$ cat src/rtl/color_cfg_master.sv
// color_cfg_master: command-byte FIFO draining into a four-phase write handshake toward a color register file.
// Optional ack timeout with sticky err flag is enabled by defining COLOR_CFG_TIMEOUT_EN.
module color_cfg_master #(
   parameter int FIFO_DEPTH     = 4,
   parameter int TIMEOUT_CYCLES = 255
) (
   input  logic       clk,
   input  logic       rst,
   input  logic [7:0] cmd_byte,
   input  logic       cmd_valid,
   output logic       cmd_ready,
   output logic [3:0] address,
   output logic [3:0] data,
   output logic       valid,
   input  logic       ack,
   output logic       busy,
   output logic       err,
   input  logic       err_clr
);

   localparam int PTR_W = (FIFO_DEPTH > 1) ? $clog2(FIFO_DEPTH) : 1;
   localparam int CNT_W = $clog2(FIFO_DEPTH + 1);

   localparam logic [1:0] ST_IDLE = 2'd0;
   localparam logic [1:0] ST_REQ  = 2'd1;
   localparam logic [1:0] ST_REL  = 2'd2;

   logic [7:0]       mem_q [0:FIFO_DEPTH-1];
   logic [PTR_W-1:0] wr_ptr_q, wr_ptr_d;
   logic [PTR_W-1:0] rd_ptr_q, rd_ptr_d;
   logic [CNT_W-1:0] count_q, count_d;
   logic [1:0]       state_q, state_d;
   logic [3:0]       address_q, address_d;
   logic [3:0]       data_q, data_d;
   logic             valid_q, valid_d;
   logic             push, pop;
   logic [7:0]       head;
   logic             tmo_hit;
   logic             err_set;

   // Ready depends only on the registered count, so a full FIFO refuses a byte even on a popping cycle.
   assign cmd_ready = (count_q < CNT_W'(FIFO_DEPTH));
   assign push      = cmd_valid && cmd_ready;
   assign pop       = (state_q == ST_IDLE) && (count_q != '0);
   assign head      = mem_q[rd_ptr_q];

   // NOTE: every _d gets its default first, so no branch leaves it unassigned and no latch is inferred.
   always_comb begin
      wr_ptr_d = wr_ptr_q;
      rd_ptr_d = rd_ptr_q;
      count_d  = count_q;
      if (push) wr_ptr_d = wr_ptr_q + PTR_W'(1);
      if (pop)  rd_ptr_d = rd_ptr_q + PTR_W'(1);
      case ({push, pop})
         2'b10:   count_d = count_q + CNT_W'(1);
         2'b01:   count_d = count_q - CNT_W'(1);
         default: count_d = count_q;
      endcase
   end

   always_comb begin
      state_d   = state_q;
      address_d = address_q;
      data_d    = data_q;
      valid_d   = valid_q;
      err_set   = 1'b0;
      case (state_q)
         ST_IDLE: begin
            if (pop) begin
               address_d = head[7:4];
               data_d    = head[3:0];
               valid_d   = 1'b1;
               state_d   = ST_REQ;
            end
         end
         ST_REQ: begin
            if (ack) begin
               valid_d = 1'b0;
               state_d = ST_REL;
            end else if (tmo_hit) begin
               valid_d = 1'b0;
               err_set = 1'b1;
               state_d = ST_IDLE;
            end
         end
         ST_REL: begin
            if (!ack) begin
               state_d = ST_IDLE;
            end else if (tmo_hit) begin
               err_set = 1'b1;
               state_d = ST_IDLE;
            end
         end
         default: begin
            valid_d = 1'b0;
            state_d = ST_IDLE;
         end
      endcase
   end

   // NOTE: sequential state uses <= so every flop samples pre-edge values regardless of block order.
   always_ff @(posedge clk) begin
      if (!rst) begin
         wr_ptr_q  <= '0;
         rd_ptr_q  <= '0;
         count_q   <= '0;
         state_q   <= ST_IDLE;
         address_q <= '0;
         data_q    <= '0;
         valid_q   <= 1'b0;
      end else begin
         wr_ptr_q  <= wr_ptr_d;
         rd_ptr_q  <= rd_ptr_d;
         count_q   <= count_d;
         state_q   <= state_d;
         address_q <= address_d;
         data_q    <= data_d;
         valid_q   <= valid_d;
      end
   end

   // NOTE: the byte array is not reset; count and pointers alone define which entries are live.
   always_ff @(posedge clk) begin
      if (push) mem_q[wr_ptr_q] <= cmd_byte;
   end

`ifdef COLOR_CFG_TIMEOUT_EN
   localparam int TMO_W = $clog2(TIMEOUT_CYCLES + 1);

   logic [TMO_W-1:0] tmo_q, tmo_d;
   logic             err_q, err_d;

   // Counter restarts on every state change and only advances while parked in REQ or REL.
   assign tmo_hit = (tmo_q == TMO_W'(TIMEOUT_CYCLES - 1));

   always_comb begin
      tmo_d = '0;
      if ((state_d == state_q) && (state_q != ST_IDLE)) tmo_d = tmo_q + TMO_W'(1);
      err_d = err_q;
      if (err_clr) err_d = 1'b0;
      if (err_set) err_d = 1'b1;
   end

   always_ff @(posedge clk) begin
      if (!rst) begin
         tmo_q <= '0;
         err_q <= 1'b0;
      end else begin
         tmo_q <= tmo_d;
         err_q <= err_d;
      end
   end

   assign err = err_q;
`else
   localparam int unused_timeout_cycles = TIMEOUT_CYCLES;
   logic unused_err_inputs;

   assign tmo_hit           = 1'b0;
   assign err               = 1'b0;
   assign unused_err_inputs = err_clr | err_set;
`endif

   assign address = address_q;
   assign data    = data_q;
   assign valid   = valid_q;
   assign busy    = (count_q != '0) || (state_q != ST_IDLE);

endmodule

$ cat config.mk
export PLATFORM = sky130hd
export DESIGN_NAME = color_cfg_master
export DESIGN_NICKNAME = d
export VERILOG_FILES = /design/src/rtl/color_cfg_master.sv
export SDC_FILE = /design/constraint.sdc
export NUM_CORES = 1
export LEC_CHECK = 0
export BUFFER_PORTS_ARGS = -buffer_cell sky130_fd_sc_hd__buf_2
export CORE_UTILIZATION = 61
export DETAILED_ROUTE_END_ITERATION = 10
export PLACE_DENSITY_LB_ADDON = 0.25
export SYNTH_ARGS = -nofsm -noshare
export SYNTH_HDL_FRONTEND = slang
export SYNTH_SLANG_ARGS = --single-unit
$ cat constraint.sdc
create_clock -name clk -period 7 [get_ports clk]
set_clock_uncertainty 0.2 [all_clocks]
set_input_delay 1.05 -clock clk [delete_from_list [all_inputs] [get_ports clk]]
set_output_delay 1.05 -clock clk [all_outputs]
set_load 0.05 [all_outputs]
==> flow_summary_export.csv, run 1 <==
group,metric,value,unit
run_status,outcome,"finished, final reports clean",
job,maxCapViolCount,0,
setup_path,required,7090,ps
detailed_routing,via_count,1081,
sta,drv_slew,0,
global_routing,grt_max_degree,17,
pwr,power.leakage,0.811,nW
setup_path,crit_type,"register to register",
place,place_congestion,0.674,
pwr,ir_drop,0.179,mV
die,start_util,0.657,
sta,rsz0062_at_grt,"no",
detailed_routing,wl,2.92,mm
synthesis,ys.warnings.count,0,
die,rows,20,
synthesis,synth_nets,153,
sta,period_needed,3130,ps
finish,layout.nets,174,
global_routing,grt_pass1_wl,4.85,mm
sta,fmax,320,MHz
setup_path,end_kind,"register",
sta,finalSetupViolCount,0,
min_path,hp-start,"data[0]",
clock_network,cts-buffers-inserted,5,
pwr,power_density,406,nW/um^2
setup_path,crit_buf_inv,1,
detailed_routing,wl_met3,134,microns
min_path,hold_class,"register to register",
finish,final_layout_size_suffix_gt1_frac,0.205,
sta,worst_slack,3870,ps
setup_path,worstReg2RegStart,"count_q[2]",
synthesis,syn_area,2040,sq um
clock_network,worstSkewPairLatency,370,ps
sta,holdWs,267,ps
place,hpwl,2.07,mm
detailed_routing,drc_errors,0,
global_routing,grt_overflow,0,
setup_path,cp_max_fo,11,
synthesis,yosys_register_bits,50,
die,io_pins,25,
synthesis,synth_enable_flop_cells,32,
clock_network,cts.sinks,50,
clock_network,h-tree-depth,2,
sta,worst_pin_slew,1240,ps
finish,final_util,0.714,
detailed_routing,ant_nets,0,
setup_path,critical_path.max_stage_delay,950,ps
sta,maxSlewHeadroom,0.165,
place,port_buffers,22,
detailed_routing,viasPerCell,5.41,
finish,multiInputGateArea,638,sq um
clock_network,clock_path_buffers,2,
sta,min_period_over_period,0.447,
die,die-area,3580,sq um
synthesis,synth-main-ff-cell,"edfxtp_1",
setup_path,cp.arrival,3220,ps
die,core,3100,sq um
setup_path,path_cells,"nor3_4, nor3_1, ha_1, inv_1, fa_1, xor2_1, or3_1, a21oi_1",
finish,diodes,0,
detailed_routing,met1_length,1.27,mm
setup_path,startpoint_type,"register",
synthesis,async_reset_ff_frac,0,
clock_network,post_cts_resized,0,
sta,finalSetupTns,0,ps
finish,seqCellArea,1320,sq um
die,die_y,59.8,microns
setup_path,r2r_end,"count_q[2]",
place,pre_cts_ws,3930,ps
synthesis,syn_avg_cell_area,15.2,sq um
finish,final.fill_count,227,
synthesis,yosysSeqAreaShare,0.648,
setup_path,worstRegToRegCells,8,
setup_path,r2r_setup_slack,3870,ps
global_routing,grt_pass1_vias,995,
sta,hold_violations,0,
detailed_routing,highest_layer,"met4",
setup_path,worst-path-stages,8,
global_routing,antenna_found_initial,0,
detailed_routing,dr.pass1.iters,4,
detailed_routing,drt-initial-drc-count,83,
clock_network,post_cts_buffers,0,
clock_network,cts_tree,"yes",
clock_network,cts.reportedPaths.clkPinSlew,140,ps
min_path,hold_depth,2,
setup_path,slowest_stage,"nor3_1",
min_path,whs_endpoint,"data[0]",
global_routing,grt_use_total,0.197,
finish,area_growth,8.66,%
detailed_routing,dr_wl_met2,1.45,mm
synthesis,yosysUniqueCellTypes,35,
synthesis,syn_inst,134,
die,die-width,59.8,microns
detailed_routing,wire_per_inst,14.6,microns
clock_network,ctsHoldBuffers,0,
setup_path,crit_family,"simple AND/OR/NAND/NOR gates",
clock_network,clockRootBuffer,"clkbuf_4",
-- flip-flops by register name (all words and copies together), names as in the netlist --
| signal | cells |
|---|---|
| state_q | 2 |
| mem_q | 32 |
| data | 4 |
| address | 4 |
| wr_ptr_q | 2 |
| rd_ptr_q | 2 |
| count_q | 3 |
| valid | 1 |
-- synth_stat cells (2+ instances only) --
library cell,n,area share
nor2_1,6,0.011
edfxtp_1,32,0.47
a21oi_1,4,0.0098
buf_2,3,0.0074
ha_1,5,0.031
inv_1,8,0.015
clkbuf_1,2,0.0037
o21ai_0,2,0.0049
dfxtp_1,18,0.18
mux4_1,8,0.10
o2bb2ai_1,8,0.034
o21a_1,2,0.0074
nand2_1,9,0.017
xor2_1,3,0.013
and2_1,4,0.012
-- cell type report --
| cell class | count | share of cell area |
|---|---|---|
| well taps | 44 | 0.0249 |
| clock inverters | 2 | 0.00678 |
| inverters | 9 | 0.0153 |
| clock buffers | 6 | 0.0186 |
| multi-input cells | 67 | 0.288 |
| repair buffers | 22 | 0.0497 |
| flip-flops and latches | 50 | 0.597 |
-- worst max-delay path by stage --
stage / start / end / slack [ps]
2_1_floorplan: cmd_valid / count_q[2] / 4210
3_3_place_gp: count_q[2] / count_q[2] / 4000
3_5_place_dp: count_q[2] / count_q[2] / 3930
4_1_cts: count_q[2] / count_q[2] / 3890
5_1_grt: count_q[2] / count_q[2] / 3600
6_report: count_q[2] / count_q[2] / 3870
-- logic make-up after synthesis --
kind of cell,synth area share
other,0.00184
muxes,0.108
buffers and inverters,0.0387
adders and majority gates,0.0405
DFF,0.648
xor gates and xnor gates,0.0172
AOI/OAI and AO/OA,0.0645
and+or+nand+nor,0.0810
-- placed cells by master, fill, tap and decap left out, types with 5 or more instances in the layout --
cell type and n:
edfxtp_1 32, o2bb2ai_1 8, nor2_1 6, clkbuf_4 5, mux4_1 8, dfxtp_1 18
nand2_1 9, ha_1 5, inv_1 8, buf_2 22
-- worst min-delay path: cells and delay by family (launching register included) --
kind | cells | cell delay, ps
and+or+nand+nor | 1 | 50
AOI/OAI and AO/OA | 1 | 60
DFF | 1 | 330
-- per-stage QoR --
stage / total power [mW] / cells / area, sq um
after floorplan: 0.717 / 134 / 2040
after global placement: 0.767 / 192 / 2160
after detailed placement: 0.785 / 192 / 2160
after CTS: 0.907 / 200 / 2210
after global routing: 0.959 / 200 / 2210
final: 0.900 / 200 / 2210
-- layer usage --
layer,vias to the layer above,global-route usage
met5,-,0
met4,0,0.0897
met3,6,0.0455
met2,25,0.308
met1,514,0.264
li1,536,-
-- where the power goes --
group          total, mW  internal [mW]  switching [mW]  leakage, nW
clock network      0.125         0.0393          0.0857       0.0245
logic              0.349          0.116           0.232        0.345
registers          0.426          0.378          0.0482        0.441
Power figures use the tool's default switching activity.
==> run 2: changes to the inputs <==
- CORE_UTILIZATION: 61 -> 51
- clock period: 7 -> 2.5 ns (I/O delays scaled with it)
==> run 2 against run 1 <==
Net effect:
- register-to-register slack worse by 3700 ps
- sequential share of layout area down 1.7 points
- hold slack worse by 180 ps
- die area up 19%
- via count up 2.3%
- global-route usage down 1.6 points
- setup slack worse by 3700 ps
- critical path depth unchanged
- cell area up 3.0%
- sequential power rose to 2.8 times the previous value
- largest power group unchanged
- highest routed layer unchanged
==> flow_summary_export.csv, run 2 (synthesized netlist as in run 1, its figures left out) <==
group,metric,value,unit
run_status,outcome,"finished, final reports clean",
setup_path,crit_type,"register to register",
detailed_routing,met1_length,1.39,mm
detailed_routing,dr_wl_met2,1.61,mm
detailed_routing,wire_per_inst,15.8,microns
global_routing,antenna_found_initial,0,
finish,layout.nets,177,
die,die-width,65.2,microns
finish,diodes,0,
die,die_y,65.2,microns
sta,period_needed,2290,ps
setup_path,cp_max_fo,7,
clock_network,cts.reportedPaths.clkPinSlew,80,ps
global_routing,grt_pass1_wl,5.46,mm
setup_path,slowest_stage,"dfxtp_1",
setup_path,required,2530,ps
setup_path,worst-path-stages,8,
place,place_congestion,0.756,
clock_network,cts.sinks,50,
finish,final_layout_size_suffix_gt1_frac,0.220,
global_routing,grt_max_degree,15,
setup_path,cp-startpoint,"count_q[2]",
sta,min_period_over_period,0.915,
detailed_routing,drc_errors,0,
pwr,power_density,1180,nW/um^2
pwr,power.leakage,0.851,nW
clock_network,ctsHoldBuffers,0,
setup_path,r2r_setup_slack,210,ps
clock_network,clock_path_buffers,2,
sta,fmax,437,MHz
sta,rsz0062_at_grt,"no",
die,die-area,4250,sq um
setup_path,crit_buf_inv,1,
pwr,ir_drop,0.373,mV
clock_network,cts-buffers-inserted,5,
finish,area_growth,11.9,%
clock_network,cts_tree,"yes",
setup_path,startpoint_type,"register",
setup_path,worstReg2RegStart,"count_q[2]",
setup_path,cp.arrival,2320,ps
place,port_buffers,22,
die,io_pins,25,
detailed_routing,via_count,1106,
detailed_routing,dr.pass1.iters,4,
finish,final.fill_count,309,
setup_path,crit_end,"count_q[2]",
setup_path,worstRegToRegCells,8,
die,core,3740,sq um
sta,maxSlewHeadroom,0.532,
place,hpwl,2.35,mm
sta,finalSetupTns,0,ps
die,start_util,0.544,
detailed_routing,highest_layer,"met4",
detailed_routing,viasPerCell,5.34,
sta,drv_slew,0,
setup_path,r2r_end,"count_q[2]",
finish,largest_reg_flops,32,
global_routing,grt_overflow,0,
finish,mostFrequentLayoutCells,"32 x edfxtp_1, 22 x buf_2, 18 x dfxtp_1",
clock_network,clockRootBuffer,"clkbuf_8",
setup_path,path_cells,"nor3_4, nor3_2, ha_1, inv_1, fa_1, xor2_1, or3_1, a21oi_1",
setup_path,critical_path.max_stage_delay,430,ps
global_routing,grt_use_total,0.181,
global_routing,grt_pass1_vias,1155,
sta,hold_violations,0,
detailed_routing,ant_nets,0,
setup_path,end_kind,"register",
setup_path,crit_family,"simple AND/OR/NAND/NOR gates",
clock_network,h-tree-depth,2,
min_path,hold_class,"input port to register",
sta,worst_pin_slew,696,ps
detailed_routing,wl,3.27,mm
finish,final_common_cell,"edfxtp_1",
detailed_routing,drt-initial-drc-count,34,
job,maxCapViolCount,0,
finish,regMostFlops,"mem_q",
clock_network,worstSkewPairLatency,300,ps
detailed_routing,wl_met3,175,microns
die,rows,22,
sta,finalSetupViolCount,0,
pwr,p_total,2.70,mW
-- run 2: changes by cell type in the layout (fill, tap and decap cells not counted) --
cell	change
buf_4	+3
clkbuf_1	+1
clkbuf_4	-5
clkbuf_8	+6
clkinvlp_4	-2
nor3_1	-1
nor3_2	+1
-- run 2: metal layers --
metal  GRT usage  vias up
met5           0        -
met4      0.0897        0
met3      0.0660       11
met2       0.287       28
met1       0.217      527
li1            -      540
-- run 2: report_power, final --
part           switching [mW]  total (mW)  leakage (nW)  internal [mW]
Combinational           0.695        1.05         0.364          0.358
Clock                   0.245       0.471        0.0455          0.226
Sequential              0.115        1.18         0.441           1.06
-- run 2: worst min-delay path by stage --
stage	startpoint	end	depth (start not counted)
final	cmd_byte[5]	mem_q[2][5]	1
after global routing	cmd_byte[5]	mem_q[2][5]	1
after CTS	cmd_byte[5]	mem_q[2][5]	1
after detailed placement	address[1]	address[1]	2
after global placement	data[1]	data[1]	2
after floorplan	cmd_byte[0]	mem_q[0][0]	0
-- run 2: final cells by class --
class | instances | area [sq um] | share of cell area
inverter | 9 | 33.8 | 0.0148
multi-input combinational | 67 | 643 | 0.282
clock buffer | 8 | 90.1 | 0.0395
timing repair buffer | 25 | 133 | 0.0581
sequential | 50 | 1320 | 0.579
tap | 48 | 60.1 | 0.0263
-- run 2: per-stage QoR --
step / instances / setup WS (ps) / hold slack (ps) / util / area [sq um]
3_5_place_dp: 199 / 86.9 / 250 / 0.584 / 2190
6_report: 207 / 212 / 88.4 / 0.609 / 2280
5_1_grt: 207 / 37.8 / 79.0 / 0.609 / 2280
3_3_place_gp: 199 / 232 / 244 / 0.584 / 2190
2_1_floorplan: 134 / 209 / 274 / - / 2040
4_1_cts: 207 / 66.2 / 84.0 / 0.608 / 2280
-- run 2: repair_timing --
item	CTS	global route
buffers inserted	0	0
setup endpoints to repair	0	1
gates resized for setup	0	1
==> run 3: changes to the inputs <==
- CORE_UTILIZATION: 51 -> 56
- clock period: 2.5 -> 2.2 ns (I/O delays scaled with it)
==> run 3 against run 2 <==
Net effect:
- via count increased by 3.9%
- die area down 8.7%
- register-to-register slack got worse by 120 ps
- largest cell class unchanged
- largest power group unchanged
==> flow_summary_export.csv, run 3 (synthesized netlist as in run 1, its figures left out) <==
group,metric,value,unit
detailed_routing,dr.pass1.iters,4,
setup_path,required,2290,ps
global_routing,grt_pass1_wl,5.48,mm
min_path,hp-start,"rst",
sta,min_period_over_period,0.959,
die,die_y,62.3,microns
setup_path,cp_max_fo,5,
pwr,power.leakage,0.896,nW
setup_path,slowest_stage,"dfxtp_2",
finish,diodes,0,
detailed_routing,viasPerCell,5.29,
setup_path,crit_buf_inv,1,
finish,mostFrequentLayoutCells,"32 x edfxtp_1, 22 x buf_2, 15 x dfxtp_1",
finish,largest_reg_flops,32,
setup_path,end_kind,"register",
finish,area_growth,17.9,%
place,port_buffers,22,
sta,period_needed,2110,ps
global_routing,grt_pass1_vias,1170,
detailed_routing,wire_per_inst,15.0,microns
finish,final_layout_size_suffix_gt1_frac,0.251,
setup_path,startpoint_type,"register",
sta,worst_slack,90.9,ps
detailed_routing,ant_nets,0,
detailed_routing,highest_layer,"met4",
job,maxCapViolCount,0,
pwr,ir_drop,0.577,mV
sta,drv_slew,0,
die,rows,21,
finish,final_common_cell,"edfxtp_1",
die,core,3420,sq um
place,place_congestion,0.709,
run_status,outcome,"finished, final reports clean",
sta,maxSlewHeadroom,0.636,
clock_network,cts.reportedPaths.clkPinSlew,130,ps
detailed_routing,met1_length,1.31,mm
setup_path,crit_type,"register to register",
detailed_routing,drt-initial-drc-count,54,
sta,worst_pin_slew,545,ps
clock_network,cts-buffers-inserted,5,
global_routing,antenna_found_initial,0,
clock_network,worstSkewPairLatency,360,ps
setup_path,critical_path.max_stage_delay,410,ps
setup_path,r2r_setup_slack,90,ps
finish,layout.nets,189,
setup_path,crit_family,"simple AND/OR/NAND/NOR gates",
clock_network,post_cts_buffers,0,
detailed_routing,wl_met3,117,microns
global_routing,grt_use_total,0.194,
setup_path,cp.arrival,2200,ps
clock_network,clock_path_buffers,2,
detailed_routing,drc_errors,0,
sta,hold_violations,0,
setup_path,worstReg2RegStart,"count_q[2]",
clock_network,clockRootBuffer,"clkbuf_4",
place,pre_cts_ws,8.42,ps
clock_network,h-tree-depth,2,
clock_network,cts.sinks,50,
detailed_routing,via_count,1149,
min_path,whs_endpoint,"state_q[0]",
sta,rsz0062_at_grt,"no",
min_path,hold_depth,2,
detailed_routing,dr_wl_met2,1.78,mm
sta,finalSetupTns,0,ps
min_path,hold_class,"input port to register",
detailed_routing,wl,3.25,mm
die,io_pins,25,
setup_path,r2r_end,"count_q[2]",
sta,fmax,474,MHz
finish,regMostFlops,"mem_q",
setup_path,worstRegToRegCells,8,
setup_path,path_cells,"nor3_4, nor3_4, ha_4, inv_1, fa_1, xor2_1, or3_1, a21oi_1",
die,start_util,0.597,
die,die-area,3890,sq um
global_routing,grt_overflow,0,
place,hpwl,2.28,mm
clock_network,cts_tree,"yes",
sta,finalSetupViolCount,0,
setup_path,crit_top_cell,"nor3_4",
die,die-width,62.3,microns
pwr,power_density,1310,nW/um^2
global_routing,grt_max_degree,16,
==> run 3: cell count changes in the layout (fill, tap and decap cells not counted), moves of 3 or more <==
cell and delta:
buf_4 +3, clkbuf_4 +5, dfxtp_1 -3, clkbuf_8 -6
dlygate4sd3_1 +9, dfxtp_2 +3
==> run 3: how the worst max path moves through the flow <==
stage / from / to / slack (ps) / cells past startpoint
after global placement: count_q[2] / count_q[2] / 80 / 8
final: count_q[2] / count_q[2] / 90 / 8
after global routing: count_q[2] / count_q[2] / 1 / 8
after detailed placement: count_q[2] / count_q[2] / 8 / 8
after CTS: count_q[0] / count_q[2] / 60 / 8
after floorplan: state_q[0] / count_q[2] / 30 / 9
==> run 3: power by group <==
part	total, mW	internal [mW]	switching (mW)	leakage, nW
clock	0.509	0.240	0.270	0.0385
combinational	1.30	0.488	0.814	0.415
sequential	1.35	1.21	0.139	0.442
total	3.16	1.94	1.22	0.896
==> run 3: layout make-up <==
cell class | count | area, sq um
inverter | 9 | 33.8
timing repair buffer | 37 | 245
clock inverter | 2 | 37.5
multi-input combinational | 67 | 662
tap | 46 | 57.6
fill | 241 | 1010
sequential | 50 | 1330
clock buffer | 6 | 41.3
==> run 3: through the flow <==
stage / hold slack, ps / instance area, sq um / cells / total power [mW] / utilization
2_1_floorplan: 229 / 2060 / 134 / 2.33 / -
3_3_place_gp: 243 / 2220 / 200 / 2.57 / 0.651
3_5_place_dp: 251 / 2220 / 200 / 2.65 / 0.651
4_1_cts: 6.25 / 2390 / 216 / 3.18 / 0.700
5_1_grt: 74.1 / 2400 / 217 / 3.36 / 0.703
6_report: 88.0 / 2400 / 217 / 3.16 / 0.703
==> run 3: metal layers <==
layer  track usage  vias to the layer above
li1              -                      568
met1         0.216                      550
met2         0.343                       26
met3        0.0625                        5
met4        0.0785                        0
met5             0                        -
==> run 3: what timing repair did <==
item,in CTS,in global routing
setup endpoints to repair,1,1
endpoints found under the hold margin,32,1
hold buffers,8,1
resized for setup,2,2
pin swaps,0,0
